File: src/rtl/fb_rect_writer_if.sv
// Command and memory-write bundle for the rectangle fill engine.
// The master side issues commands and arbitrates the write port.
// The slave side is the fill engine itself.
interface fb_rect_writer_if #(
    parameter int ADDR_W = 16
);
    logic              cmd_valid;
    logic              cmd_ready;
    logic [7:0]        cmd_x;
    logic [7:0]        cmd_y;
    logic [7:0]        cmd_w;
    logic [7:0]        cmd_h;
    logic [7:0]        cmd_color;
    logic              abort;
    logic              mem_grant;
    logic              mem_wren;
    logic [ADDR_W-1:0] mem_addr;
    logic [7:0]        mem_wdata;
    logic              busy;
    logic              done;

    modport master (
        output cmd_valid, cmd_x, cmd_y, cmd_w, cmd_h, cmd_color, abort, mem_grant,
        input  cmd_ready, mem_wren, mem_addr, mem_wdata, busy, done
    );

    modport slave (
        input  cmd_valid, cmd_x, cmd_y, cmd_w, cmd_h, cmd_color, abort, mem_grant,
        output cmd_ready, mem_wren, mem_addr, mem_wdata, busy, done
    );
endinterface

File: src/rtl/fb_rect_writer.sv
// Rectangle fill engine: clips a command rectangle to the framebuffer and
// writes one colour byte per granted cycle, row-major, into the shared
// memory write port. The write port is arbitrated externally via mem_grant.
module fb_rect_writer #(
    parameter int                FB_WIDTH  = 128,
    parameter int                FB_HEIGHT = 128,
    parameter int                ADDR_W    = 16,
    parameter logic [ADDR_W-1:0] BASE_ADDR = 16'h0000
) (
    input  logic              clk,
    input  logic              rst,
    fb_rect_writer_if.slave   bus
);

    typedef enum logic [1:0] {
        S_IDLE,
        S_CLIP,
        S_WRITE,
        S_DONE
    } state_t;

    localparam logic [8:0]        FB_W9 = 9'(FB_WIDTH);
    localparam logic [8:0]        FB_H9 = 9'(FB_HEIGHT);
    localparam logic [ADDR_W-1:0] FB_WA = ADDR_W'(FB_WIDTH);

    state_t            r_state;
    logic [7:0]        r_x;
    logic [7:0]        r_y;
    logic [7:0]        r_w;
    logic [7:0]        r_h;
    logic [7:0]        r_color;
    logic [8:0]        r_xe;
    logic [8:0]        r_ye;
    logic [8:0]        r_col;
    logic [8:0]        r_row;
    logic [ADDR_W-1:0] r_rowBase;
    logic [ADDR_W-1:0] r_addr;
    logic [7:0]        r_wdata;
    logic              r_wren;
    logic              r_done;

    logic              w_accept;
    logic [8:0]        w_xSum;
    logic [8:0]        w_ySum;
    logic [8:0]        w_xe;
    logic [8:0]        w_ye;
    logic              w_empty;
    logic [ADDR_W-1:0] w_clipBase;
    logic [ADDR_W-1:0] w_nextRowBase;
    logic [8:0]        w_colNext;
    logic              w_rowEnd;
    logic              w_lastPix;
    logic              w_granted;

    // Clip arithmetic is done in 9 bits so x+w never wraps past 255.
    assign w_accept      = bus.cmd_valid && (r_state == S_IDLE);
    assign w_xSum        = {1'b0, r_x} + {1'b0, r_w};
    assign w_ySum        = {1'b0, r_y} + {1'b0, r_h};
    assign w_xe          = (w_xSum > FB_W9) ? FB_W9 : w_xSum;
    assign w_ye          = (w_ySum > FB_H9) ? FB_H9 : w_ySum;
    assign w_empty       = (r_w == 8'd0) || (r_h == 8'd0) ||
                           ({1'b0, r_x} >= FB_W9) || ({1'b0, r_y} >= FB_H9);
    assign w_clipBase    = BASE_ADDR + ADDR_W'(r_y) * FB_WA;
    assign w_nextRowBase = r_rowBase + FB_WA;
    assign w_colNext     = r_col + 9'd1;
    assign w_rowEnd      = (w_colNext == r_xe);
    assign w_lastPix     = w_rowEnd && ((r_row + 9'd1) == r_ye);
    assign w_granted     = r_wren && bus.mem_grant;

    assign bus.cmd_ready = (r_state == S_IDLE);
    assign bus.busy      = (r_state != S_IDLE);
    assign bus.mem_wren  = r_wren;
    assign bus.mem_addr  = r_addr;
    assign bus.mem_wdata = r_wdata;
    assign bus.done      = r_done;

    // Fill sequencer: latches the command, clips it, then walks the pixels,
    // advancing only on granted writes; abort drops straight back to idle.
    always_ff @(posedge clk or negedge rst) begin
        if (!rst) begin
            r_state   <= S_IDLE;
            r_x       <= 8'd0;
            r_y       <= 8'd0;
            r_w       <= 8'd0;
            r_h       <= 8'd0;
            r_color   <= 8'd0;
            r_xe      <= 9'd0;
            r_ye      <= 9'd0;
            r_col     <= 9'd0;
            r_row     <= 9'd0;
            r_rowBase <= BASE_ADDR;
            r_addr    <= BASE_ADDR;
            r_wdata   <= 8'd0;
            r_wren    <= 1'b0;
            r_done    <= 1'b0;
        end else begin
            r_done <= 1'b0;
            case (r_state)
                S_IDLE: begin
                    if (w_accept) begin
                        r_x     <= bus.cmd_x;
                        r_y     <= bus.cmd_y;
                        r_w     <= bus.cmd_w;
                        r_h     <= bus.cmd_h;
                        r_color <= bus.cmd_color;
                        r_state <= S_CLIP;
                    end
                end
                S_CLIP: begin
                    if (bus.abort) begin
                        r_state <= S_IDLE;
                    end else if (w_empty) begin
                        r_state <= S_DONE;
                        r_done  <= 1'b1;
                    end else begin
                        r_xe      <= w_xe;
                        r_ye      <= w_ye;
                        r_col     <= {1'b0, r_x};
                        r_row     <= {1'b0, r_y};
                        r_rowBase <= w_clipBase;
                        r_addr    <= w_clipBase + ADDR_W'(r_x);
                        r_wdata   <= r_color;
                        r_wren    <= 1'b1;
                        r_state   <= S_WRITE;
                    end
                end
                S_WRITE: begin
                    if (bus.abort) begin
                        r_wren  <= 1'b0;
                        r_state <= S_IDLE;
                    end else if (w_granted) begin
                        if (w_lastPix) begin
                            r_wren  <= 1'b0;
                            r_done  <= 1'b1;
                            r_state <= S_DONE;
                        end else if (w_rowEnd) begin
                            r_col     <= {1'b0, r_x};
                            r_row     <= r_row + 9'd1;
                            r_rowBase <= w_nextRowBase;
                            r_addr    <= w_nextRowBase + ADDR_W'(r_x);
                        end else begin
                            r_col  <= w_colNext;
                            r_addr <= r_rowBase + ADDR_W'(w_colNext);
                        end
                    end
                end
                S_DONE: begin
                    r_state <= S_IDLE;
                end
                default: begin
                    r_wren  <= 1'b0;
                    r_state <= S_IDLE;
                end
            endcase
        end
    end

endmodule

File: src/flat_wrapper.sv
// flat-port wrapper written by rule: the top's interface ports become plain ports
module fb_rect_writer_flat 
#(
    parameter int                FB_WIDTH  = 128,
    parameter int                FB_HEIGHT = 128,
    parameter int                ADDR_W    = 16,
    parameter logic [ADDR_W-1:0] BASE_ADDR = 16'h0000
)
  (clk, rst, bus_cmd_valid, bus_cmd_x, bus_cmd_y, bus_cmd_w, bus_cmd_h, bus_cmd_color, bus_abort, bus_mem_grant, bus_cmd_ready, bus_mem_wren, bus_mem_addr, bus_mem_wdata, bus_busy, bus_done);
  fb_rect_writer_if #(.ADDR_W(ADDR_W)) bus_i ();
  input  logic clk;
  input  logic rst;
  input wire logic [$bits(bus_i.cmd_valid)-1:0] bus_cmd_valid;
  input wire logic [$bits(bus_i.cmd_x)-1:0] bus_cmd_x;
  input wire logic [$bits(bus_i.cmd_y)-1:0] bus_cmd_y;
  input wire logic [$bits(bus_i.cmd_w)-1:0] bus_cmd_w;
  input wire logic [$bits(bus_i.cmd_h)-1:0] bus_cmd_h;
  input wire logic [$bits(bus_i.cmd_color)-1:0] bus_cmd_color;
  input wire logic [$bits(bus_i.abort)-1:0] bus_abort;
  input wire logic [$bits(bus_i.mem_grant)-1:0] bus_mem_grant;
  output wire logic [$bits(bus_i.cmd_ready)-1:0] bus_cmd_ready;
  output wire logic [$bits(bus_i.mem_wren)-1:0] bus_mem_wren;
  output wire logic [$bits(bus_i.mem_addr)-1:0] bus_mem_addr;
  output wire logic [$bits(bus_i.mem_wdata)-1:0] bus_mem_wdata;
  output wire logic [$bits(bus_i.busy)-1:0] bus_busy;
  output wire logic [$bits(bus_i.done)-1:0] bus_done;
  assign bus_i.cmd_valid = bus_cmd_valid;
  assign bus_i.cmd_x = bus_cmd_x;
  assign bus_i.cmd_y = bus_cmd_y;
  assign bus_i.cmd_w = bus_cmd_w;
  assign bus_i.cmd_h = bus_cmd_h;
  assign bus_i.cmd_color = bus_cmd_color;
  assign bus_i.abort = bus_abort;
  assign bus_i.mem_grant = bus_mem_grant;
  assign bus_cmd_ready = bus_i.cmd_ready;
  assign bus_mem_wren = bus_i.mem_wren;
  assign bus_mem_addr = bus_i.mem_addr;
  assign bus_mem_wdata = bus_i.mem_wdata;
  assign bus_busy = bus_i.busy;
  assign bus_done = bus_i.done;
  fb_rect_writer #(.FB_WIDTH(FB_WIDTH), .FB_HEIGHT(FB_HEIGHT), .ADDR_W(ADDR_W), .BASE_ADDR(BASE_ADDR)) u_core (.clk(clk), .rst(rst), .bus(bus_i));
endmodule
File: config.mk
export PLATFORM = sky130hd
export DESIGN_NAME = fb_rect_writer_flat
export DESIGN_NICKNAME = d
export VERILOG_FILES = /design/src/rtl/fb_rect_writer_if.sv /design/src/rtl/fb_rect_writer.sv /design/src/flat_wrapper.sv
export SDC_FILE = /design/constraint.sdc
export NUM_CORES = 1
export LEC_CHECK = 0
export CORE_ASPECT_RATIO = 0.7
export CORE_MARGIN = 1.5
export CORE_UTILIZATION = 46
export DETAILED_ROUTE_END_ITERATION = 8
export DONT_BUFFER_PORTS = 1
export GPL_TIMING_DRIVEN = 1
export SYNTH_ARGS = -nofsm -noshare
export SYNTH_HDL_FRONTEND = slang
export SYNTH_SLANG_ARGS = --single-unit
File: constraint.sdc
create_clock -name clk -period 2.87 [get_ports clk]
set_input_delay 0.1435 -clock clk [delete_from_list [all_inputs] [get_ports clk]]
set_output_delay 0.1435 -clock clk [all_outputs]
set_load 0.05 [all_outputs]
---- After elaboration in Yosys (flattened, before gate mapping) ----
Cells that the tools add are included.
storage, ports and cells
  latch bits .............................. 0
  register bits ........................... 120
  bits of input ports ..................... 45
  memory bits (writable) .................. 0
  memories kept ........................... 0
  word-level logic and storage cells ...... 109
  output and inout bits ................... 28
  bits in read-only memories .............. 0
cells by class
  $add $sub $neg .......................... 8
  $lt $le $gt $ge ......................... 4
  $mul .................................... 0
  divide/modulo/power cells ............... 0
  shifts and indexed selects .............. 0
  reductions and logical operators ........ 17
  equality and inequality tests ........... 14
  bitwise logic cells ..................... 2
  mux-type cells .......................... 49
operators with widths
  operator               number
  $mux 16                12
  $mux 9                 14
  $pmux 16 s2            2
  $pmux 9 s2             2
  $add 8x8->9            2
  $add 9x1->9 const B    2
  $eq 9x9->1             2
  $gt 9x8->1 const B     2
  $add 15x8->16          1
  $add 16x8->16          1
  $add 16x8->16 const B  1
  $add 16x9->16          1
  $ge 8x8->1 const B     2
  $logic_not 8->1        2
  $mux 1                 11
  $mux 2                 5
  $ne 2x2->1 const B     4
  $pmux 2 s4             1
  $reduce_and 7->1       1
  $ne 2x1->1 const B     3
  $ne 3x2->1 const B     2
  $reduce_and 3->1       2
  $reduce_and 6->1       1
  $reduce_and 5->1       1
  other kinds (9)        17

---- Depth between registers and ports, before layout ----
Gate-level depths: netlist of run 1.
  word-level depth ........................ 7
  gate-level depth with buffers ........... 12
  depth with buffers taken out ............ 12

---- Worst setup path after synthesis of run 1 ----
No wires, ideal clock.
  path kind ............................... reg2reg
  from .................................... reg u_core.r_col[1]
  to ...................................... reg u_core.r_row[4]
  stages on the path, launching flop included .. 11
  setup time .............................. 0.120 ns
  data required time ...................... 2.750 ns
  arrival ................................. 2.558 ns
  buffers on the path ..................... 2
  path slack .............................. 0.192 ns
  cell sequence ........................... dfrtp_1 > ha_1 > xnor3_1 > nand3_1 > a311oi_2 > nand4b_4 > nor4_4 > a211oi_2 > buf_6 > buf_6 > o211a_1
on the way
  word-level cells in the longest chain between the ends .. 5
  elaborated cells between the ends (all ways) .. 6
  classes of those cells .................. add/sub (1); eq/ne (3); reduce/logical (2)
RTL lines
  element                       line                   source
  start: declaration            fb_rect_writer.sv:34   logic [8:0] r_col;
  start signal: assignment      fb_rect_writer.sv:118  r_col <= {1'b0, r_x};
  start signal: assignment      fb_rect_writer.sv:137  r_col <= {1'b0, r_x};
  start signal: assignment      fb_rect_writer.sv:142  r_col <= w_colNext;
  $add 9x1->9 *                 fb_rect_writer.sv:65   assign w_colNext = r_col + 9'd1;
  $eq 9x9->1 *                  fb_rect_writer.sv:66   assign w_rowEnd = (w_colNext == r_xe);
  $logic_and 1x1->1             fb_rect_writer.sv:67   assign w_lastPix = w_rowEnd && ((r_row + 9'd1) == r_ye);
  $ne 2x2->1 (no line)          n/a
  $reduce_and 7->1 (no line) *  n/a
  end signal: assignment        fb_rect_writer.sv:119  r_row <= {1'b0, r_y};
  end signal: assignment        fb_rect_writer.sv:138  r_row <= r_row + 9'd1;
  end: declaration              fb_rect_writer.sv:35   logic [8:0] r_row;
Every way passes the cells marked *; elsewhere a longest branch is shown, timed or not.
A chain may end at the register's enable or synchronous reset.

---- Final worst setup path of run 1 ----
  from .................................... reg u_core.r_col[0]
  to ...................................... reg u_core.r_addr[11] (netlist: u_core.bus.mem_addr[11])
on the way
  word-level cells in the longest chain between the ends .. 7
  elaborated cells between the ends (all ways) .. 11
  classes of those cells .................. add/sub (2); eq/ne (2); mux (5); reduce/logical (2)
RTL lines
  element                                             line                                         source
  $add 9x1->9 *                                       fb_rect_writer.sv:65
  $add 16x9->16 / $eq 9x9->1 (equally long branches)  fb_rect_writer.sv:143, fb_rect_writer.sv:66
  $mux 16                                             fb_rect_writer.sv:136                        end else if (w_rowEnd) begin
  $mux 16                                             fb_rect_writer.sv:132                        if (w_lastPix) begin
  $mux 16                                             fb_rect_writer.sv:131                        end else if (w_granted) begin
  $mux 16                                             fb_rect_writer.sv:128                        if (bus.abort) begin
  $pmux 16 s2                                         fb_rect_writer.sv:98                         case (r_state)
  end signal: assignment                              fb_rect_writer.sv:121                        r_addr <= w_clipBase + ADDR_W'(r_x);
  end signal: assignment                              fb_rect_writer.sv:140                        r_addr <= w_nextRowBase + ADDR_W'(r_x);
  end signal: assignment                              fb_rect_writer.sv:143                        r_addr <= r_rowBase + ADDR_W'(w_colNext);
  end: declaration                                    fb_rect_writer.sv:37                         logic [ADDR_W-1:0] r_addr;
Every way passes the cells marked *; elsewhere a longest branch is shown, timed or not. The select of a mux whose other input is x is not followed.

==> results.json, run 1 <==
{
  "detailroute.via_count": 6009,
  "finalSetupTns_ns": 0,
  "cts_tree": "done",
  "placement.cell_area_um2": 7600,
  "globalRouteMet2Util_pct": 35.2,
  "layout.cell_area.non_filler_um2": 8630,
  "max_stage_delay_ns": 0.43,
  "first_global_vias": 5751,
  "fin_crit_ns": 2.87,
  "final-hold-violation-count": 0,
  "cts.reportedPaths.clkPinSlew_ns": 0.08,
  "clock_tree.root_cell": "clkbuf_16",
  "syn-cell-area_um2": 7100,
  "drive_above_1_share_pct": 21.5,
  "global_routing_usage_on_met1_pct": 38.6,
  "stdcell_count": 1020,
  "tritoncts.num_buffers": 9,
  "timing_worst_setup_path_type": "reg2reg",
  "critical_path.startpoint_type": "flip-flop",
  "layout_worst_path_cycle_share_pct": 100,
  "clkSinkCount": 111,
  "post_synth_xor_area_fraction_pct": 7.31,
  "floorplan.io_pins": 73,
  "routabilityCongestion": 0.903,
  "crit_path_max_fanout": 11,
  "die-width_um": 152,
  "die_height_um": 107,
  "post_synth_inst_count": 747,
  "synth_simple_gate_area_share_pct": 17.7,
  "clk-insertion-delay-late_ns": 0.37,
  "drt_first_iter_violations": 518,
  "coreArea_um2": 14900,
  "timing.hold.worst.class": "in2reg",
  "critPathMostFrequentCell": "buf_4",
  "synth-adder-area-share_pct": 5.50,
  "grt_first_pass_wirelength_mm": 31.0,
  "antennaDiodeCount": 0,
  "post_synth.cell_area_avg_um2": 9.51,
  "cellLeakagePower_uw": 0.00368,
  "drt-total-wl_mm": 19.7,
  "drc": 0,
  "worst_clock_skew_ns": 0.00938,
  "setup_viol": 0,
  "yosys_register_bits": 111,
  "worst-path-buf-inv": 4,
  "std_cell_rows": 37,
  "number_of_enable_type_register_cells_in_the_synthesized_netlist": 0,
  "cap_violations": 0,
  "maxSlewHeadroom_pct": 44.2,
  "grt_setup_unrepaired": "true",
  "drt_first_pass_iters": 5,
  "finalMaxSlewViolations": 0,
  "mean_routed_wirelength_per_cell_um": 19.4,
  "grt_usage_pct": 25.0,
  "ys_types": 64,
  "asyncSetResetFlopFracSynth_pct": 100,
  "synth_top_family_by_area": "simple AND/OR/NAND/NOR gates",
  "power.density_nw_per_um2": 1360,
  "synth-compound-area-share_pct": 14.8,
  "overflow": 0,
  "clock.fmax_ghz": 0.348,
  "met3_usage_pct": 5.62,
  "timing.critical_path.arrival_ns": 3.11,
  "status": "complete, no violations",
  "critPathCaptureType": "flip-flop",
  "initial_util_pct": 47.6,
  "route.detailed.vias_per_inst": 5.89,
  "worst_ir_drop_vdd_mv": 0.858,
  "io_buffers": 0,
  "seq_area_frac_synth_pct": 39.1,
  "grt-busiest-layer": "met1",
  "grt_antenna_before_repair": 0,
  "place.detailed.hpwl_mm": 14.0,
  "area_growth_syn_to_layout_pct": 21.5,
  "nNetsFinal": 895,
  "yosys_warnings": 0,
  "place.detailed.instances": 957,
  "route.antenna.remaining_nets": 0,
  "cts_max_level": 3,
  "timing.critical_path.cells": "ha_2, buf_4, and3_1, buf_4, xnor2_2, o22ai_2, nand4b_4, nor4_4, buf_4, a21oi_1, buf_4, nand3_1, o211ai_1",
  "max_slew.worst_pin.slew_ns": 0.833,
  "synth.area.mux_share_pct": 10.5,
  "critical_path.top_delay_family": "simple AND/OR/NAND/NOR gates",
  "fp.dieArea_um2": 16200,
  "crit_slowest_cell": "nor4_4",
  "cp.required_ns": 3.11,
  "pin_count_of_the_biggest_net_entering_global_routing": 112,
  "mappedNetlistNets": 822,
  "postSynth.topFlopCell": "dfrtp_1",
  "clockBufferDepth": 2
}
## layout by cell type (no fill, tap or decap), drive strengths merged, types with 8 or more instances in the layout
| master | Yosys | layout |
|---|---|---|
| xnor2 | 30 | 30 |
| a31oi | 10 | 10 |
| nand3 | 33 | 33 |
| nor2 | 53 | 53 |
| mux2i | 17 | 17 |
| o21ai | 54 | 54 |
| mux2 | 51 | 51 |
| nand2 | 65 | 65 |
| a21oi | 34 | 34 |
| inv | 32 | 35 |
| dlygate4sd3 | 0 | 42 |
| a21boi | 8 | 8 |
| nor4 | 12 | 12 |
| xor2 | 19 | 19 |
| dfrtp | 111 | 111 |
| nor3 | 19 | 19 |
| nand4 | 9 | 9 |
| ha | 28 | 28 |
| buf | 24 | 64 |
| and3 | 10 | 10 |
| clkbuf | 22 | 12 |
## final cells by class
cell class,count,area [µm²]
Clock buffer,10,239
Tap cell,195,244
Multi-Input combinational cell,557,4170
Timing Repair Buffer,108,1010
Sequential cell,111,2780
Inverter,33,124
Clock inverter,6,72.6
Fill cell,1289,6270
## stage by stage
stage | worst slack, ns | hold WS [ns] | power [µW] | util [%]
floorplan | 0.192 | -0.152 | 7980 | -
global placement | 0.0511 | -0.149 | 9540 | 51.0
detailed placement | -0.0164 | -0.150 | 9750 | 51.0
CTS | 0.00646 | 0.000225 | 11200 | 56.1
global route | -0.165 | 0.00316 | 12600 | 57.9
finish | 0.000237 | 0.0159 | 11700 | 57.9
## state kept, by name, summed over array words and instances (netlist names), 2 cells and up
signal,count
u_core.r_y,8
u_core.r_col,9
u_core.bus.mem_wdata,8
u_core.r_xe,9
u_core.r_h,8
u_core.r_w,8
u_core.bus.mem_addr,14
u_core.r_rowBase,9
u_core.r_row,9
u_core.r_color,8
u_core.r_x,8
u_core.r_state,2
u_core.r_ye,9
## cell usage after synthesis, types with 7 or more instances
| library cell | n | area, µm² |
|---|---|---|
| nor2_1 | 53 | 199 |
| buf_2 | 15 | 75.1 |
| o21ai_0 | 51 | 255 |
| dfrtp_1 | 111 | 2780 |
| mux2i_1 | 17 | 170 |
| a31oi_1 | 10 | 62.6 |
| a21boi_0 | 8 | 60.1 |
| mux2_2 | 51 | 574 |
| nand4_1 | 9 | 56.3 |
| nor3_1 | 15 | 75.1 |
| a21oi_1 | 34 | 170 |
| inv_1 | 32 | 120 |
| clkbuf_1 | 20 | 75.1 |
| o211ai_1 | 7 | 52.6 |
| nand2_1 | 65 | 244 |
| a21o_1 | 7 | 52.6 |
| o22ai_1 | 7 | 43.8 |
| xor2_1 | 19 | 166 |
| ha_1 | 28 | 350 |
| xnor2_1 | 30 | 263 |
| and3_1 | 10 | 62.6 |
| nand3_1 | 31 | 155 |
| nor4_1 | 11 | 68.8 |
## worst paths after layout
path / start / to / slack, ns / cells past startpoint
worst min-delay path: bus_abort / u_core.r_state[0]$_DFFE_PN0P_ / 0.02 / 2
worst max register to register: u_core.r_col[0]$_DFFE_PN0P_ / u_core.bus.mem_addr[11]$_DFFE_PN0P_ / 0.0002 / 13
min in group asynchronous: rst / u_core.r_col[5]$_DFFE_PN0P_ / 0.37 / 2
worst max-delay path: u_core.r_col[0]$_DFFE_PN0P_ / u_core.bus.mem_addr[11]$_DFFE_PN0P_ / 0.0002 / 13
max in group asynchronous: rst / u_core.r_xe[3]$_DFFE_PN0P_ / 2.03 / 2
worst min register to register: u_core.r_color[1]$_DFFE_PN0P_ / u_core.bus.mem_wdata[1]$_DFFE_PN0P_ / 0.51 / 1
## power by group
part	leakage (µW)	switching, µW	internal, µW	total, µW
clock	0.000153	657	646	1300
combinational	0.00217	3780	3030	6810
sequential	0.00135	1340	2290	3630
total	0.00368	5780	5960	11700
## per-layer routing
metal  vias to the layer above  part of all wire, %  routed length, µm
li1                       2840                    -                  -
met1                      2926                   49               9690
met2                       222                   42               8200
met3                        21                  8.0               1570
met4                         0                  1.5                287
met5                         -                    0                  0
## cell families after synthesis
kind of cell	Yosys count
AO/OA/AOI/OAI	164
other	1
AND/OR/NAND/NOR	241
adder cells (fa/ha/maj)	30
XOR/XNOR	53
flip-flops	111
buffers and inverters	79
multiplexers	68
## timing repair
| action | CTS | global route |
|---|---|---|
| resized for setup | 2 | 51 |
| hold endpoints to repair | 153 | 0 |
| hold buffers | 43 | 0 |
| pin swaps | 0 | 16 |
| endpoints found under the setup margin | 2 | 53 |
| gates cloned | 0 | 3 |
| setup buffers | 0 | 3 |
Note: power is estimated with default switching activity, not from simulation.
==> run 2: changes to the inputs <==
- CORE_MARGIN: 1.5 -> 2
- CORE_UTILIZATION: 46 -> 40
==> results.json, run 2 (same netlist as run 1, synthesis figures left out) <==
{
  "status": "complete, no violations",
  "drive_above_1_share_pct": 19.9,
  "timing.critical_path.arrival_ns": 3.06,
  "clock.fmax_ghz": 0.360,
  "power.density_nw_per_um2": 1360,
  "routabilityCongestion": 0.944,
  "critical_path.startpoint_type": "flip-flop",
  "grt_usage_pct": 21.3,
  "critical_path.top_delay_family": "simple AND/OR/NAND/NOR gates",
  "timing.hold.worst.class": "in2reg",
  "layout_commonest_cell": "dfrtp_1",
  "route.detailed.vias_per_inst": 5.69,
  "final_cell_mix": "dfrtp_1, nand2_1, nor2_1",
  "pre_cts_slack_ns": -0.0374,
  "drt_first_pass_iters": 5,
  "worst_ir_drop_vdd_mv": 0.587,
  "layout.cell_area.non_filler_um2": 8580,
  "place.detailed.hpwl_mm": 14.3,
  "fin_crit_ns": 2.78,
  "total_power_uw": 11600,
  "overflow": 0,
  "timing.critical_path.cells": "buf_12, nand3_4, nor2_1, buf_4, a311oi_4, nand4b_4, nor4_4, a211oi_2, buf_4, clkbuf_16, and3_1, nor3_2",
  "antennaDiodeCount": 0,
  "worst-path-buf-inv": 4,
  "tritoncts.num_buffers": 9,
  "initial_util_pct": 41.1,
  "drc": 0,
  "max_slew.worst_pin.slew_ns": 0.669,
  "coreArea_um2": 17300,
  "clockBufferDepth": 2,
  "max_stage_delay_ns": 0.45,
  "floorplan.io_pins": 73,
  "placement.cell_area_um2": 7590,
  "cellLeakagePower_uw": 0.00363,
  "route.antenna.remaining_nets": 0,
  "die_height_um": 115,
  "std_cell_rows": 40,
  "cts_tree": "done",
  "clk-insertion-delay-late_ns": 0.36,
  "hold-worst-slack_ns": 0.0114,
  "largest_reg_flops": 14,
  "met3_usage_pct": 5.62,
  "detailroute.via_count": 5976,
  "clkSinkCount": 111,
  "setup_viol": 0,
  "final-hold-violation-count": 0,
  "crit_slowest_cell": "dfrtp_2",
  "drt-total-wl_mm": 19.8,
  "cts_max_level": 3,
  "first_global_vias": 5693,
  "timing_worst_setup_path_type": "reg2reg",
  "crit_path_max_fanout": 8,
  "cap_violations": 0,
  "nNetsFinal": 889,
  "clock_tree.root_cell": "clkbuf_16",
  "finalWorstSetupSlack_ns": 0.0945,
  "grt_antenna_before_repair": 0,
  "worst_clock_skew_ns": 0.0144,
  "io_buffers": 0,
  "global_routing_usage_on_met1_pct": 32.5,
  "area_growth_syn_to_layout_pct": 20.8,
  "globalRouteMet2Util_pct": 30.4,
  "critPathCaptureType": "flip-flop",
  "cp.required_ns": 3.15,
  "critPathMostFrequentCell": "buf_4",
  "grt_first_pass_wirelength_mm": 31.2,
  "cts.reportedPaths.clkPinSlew_ns": 0.08,
  "mean_routed_wirelength_per_cell_um": 18.8,
  "pin_count_of_the_biggest_net_entering_global_routing": 112,
  "maxSlewHeadroom_pct": 55.2,
  "fp.dieArea_um2": 18900,
  "die-width_um": 163,
  "finalMaxSlewViolations": 0,
  "drt_first_iter_violations": 562,
  "grt-busiest-layer": "met1",
  "layout_worst_path_cycle_share_pct": 96.7
}
## run 2: cell count changes in the layout (fill, tap and decap cells not counted), moves of 3 or more
cell / previous run / this run
a311oi_2: 3 / 0
buf_12: 1 / 5
buf_4: 57 / 51
dfrtp_1: 111 / 107
dfrtp_2: 0 / 4
o21ai_0: 40 / 46
o21ai_1: 14 / 8
## run 2: layout make-up
cell class                      count  area (µm²)
Fill cell                        1598        8690
Tap cell                          231         289
Timing Repair Buffer              102         978
Clock buffer                        9         225
Inverter                           33         124
Clock inverter                      7        82.6
Sequential cell                   111        2780
Multi-Input combinational cell    557        4100
## run 2: power by group
group	internal, µW	total, µW	switching [µW]
clock	629	1300	673
sequential	2300	3720	1420
combinational	3000	6630	3630
## run 2: per-layer routing
metal  share of wire [%]  vias up
li1                    -     2820
met1                  49     2927
met2                  41      215
met3                 8.8       14
met4                0.79        0
met5                   0        -
## run 2: per-stage QoR
stage               std cells  utilization (%)  TNS [ns]
detailed placement        984             43.9   -0.0374
global route             1050             49.7    -0.274
floorplan                 747                -         0
global placement          984             43.9         0
finish                   1050             49.7         0
CTS                      1043             48.3         0
## run 2: final timing paths
| path | from | to | slack, ns | cells past startpoint |
|---|---|---|---|---|
| setup reg to reg | u_core.r_col[1]$_DFFE_PN0P_ | u_core.r_rowBase[13]$_DFFE_PN0P_ | 0.09 | 12 |
| max in group asynchronous | rst | u_core.r_col[1]$_DFFE_PN0P_ | 2.00 | 2 |
| min in group asynchronous | rst | u_core.bus.mem_addr[3]$_DFFE_PN0P_ | 0.33 | 2 |
| setup / recovery | u_core.r_col[1]$_DFFE_PN0P_ | u_core.r_rowBase[13]$_DFFE_PN0P_ | 0.09 | 12 |
| hold / removal | bus_abort | u_core.r_state[0]$_DFFE_PN0P_ | 0.01 | 2 |
| hold reg to reg | u_core.r_color[3]$_DFFE_PN0P_ | u_core.r_color[3]$_DFFE_PN0P_ | 0.52 | 1 |
## run 2: what timing repair did
item / CTS / global route
gates cloned: 0 / 2
gates resized for setup: 2 / 38
hold buffers: 43 / 0
hold endpoints to repair: 153 / 0
endpoints found under the setup margin: 2 / 58
pin swaps: 0 / 15
buffers inserted: 0 / 6
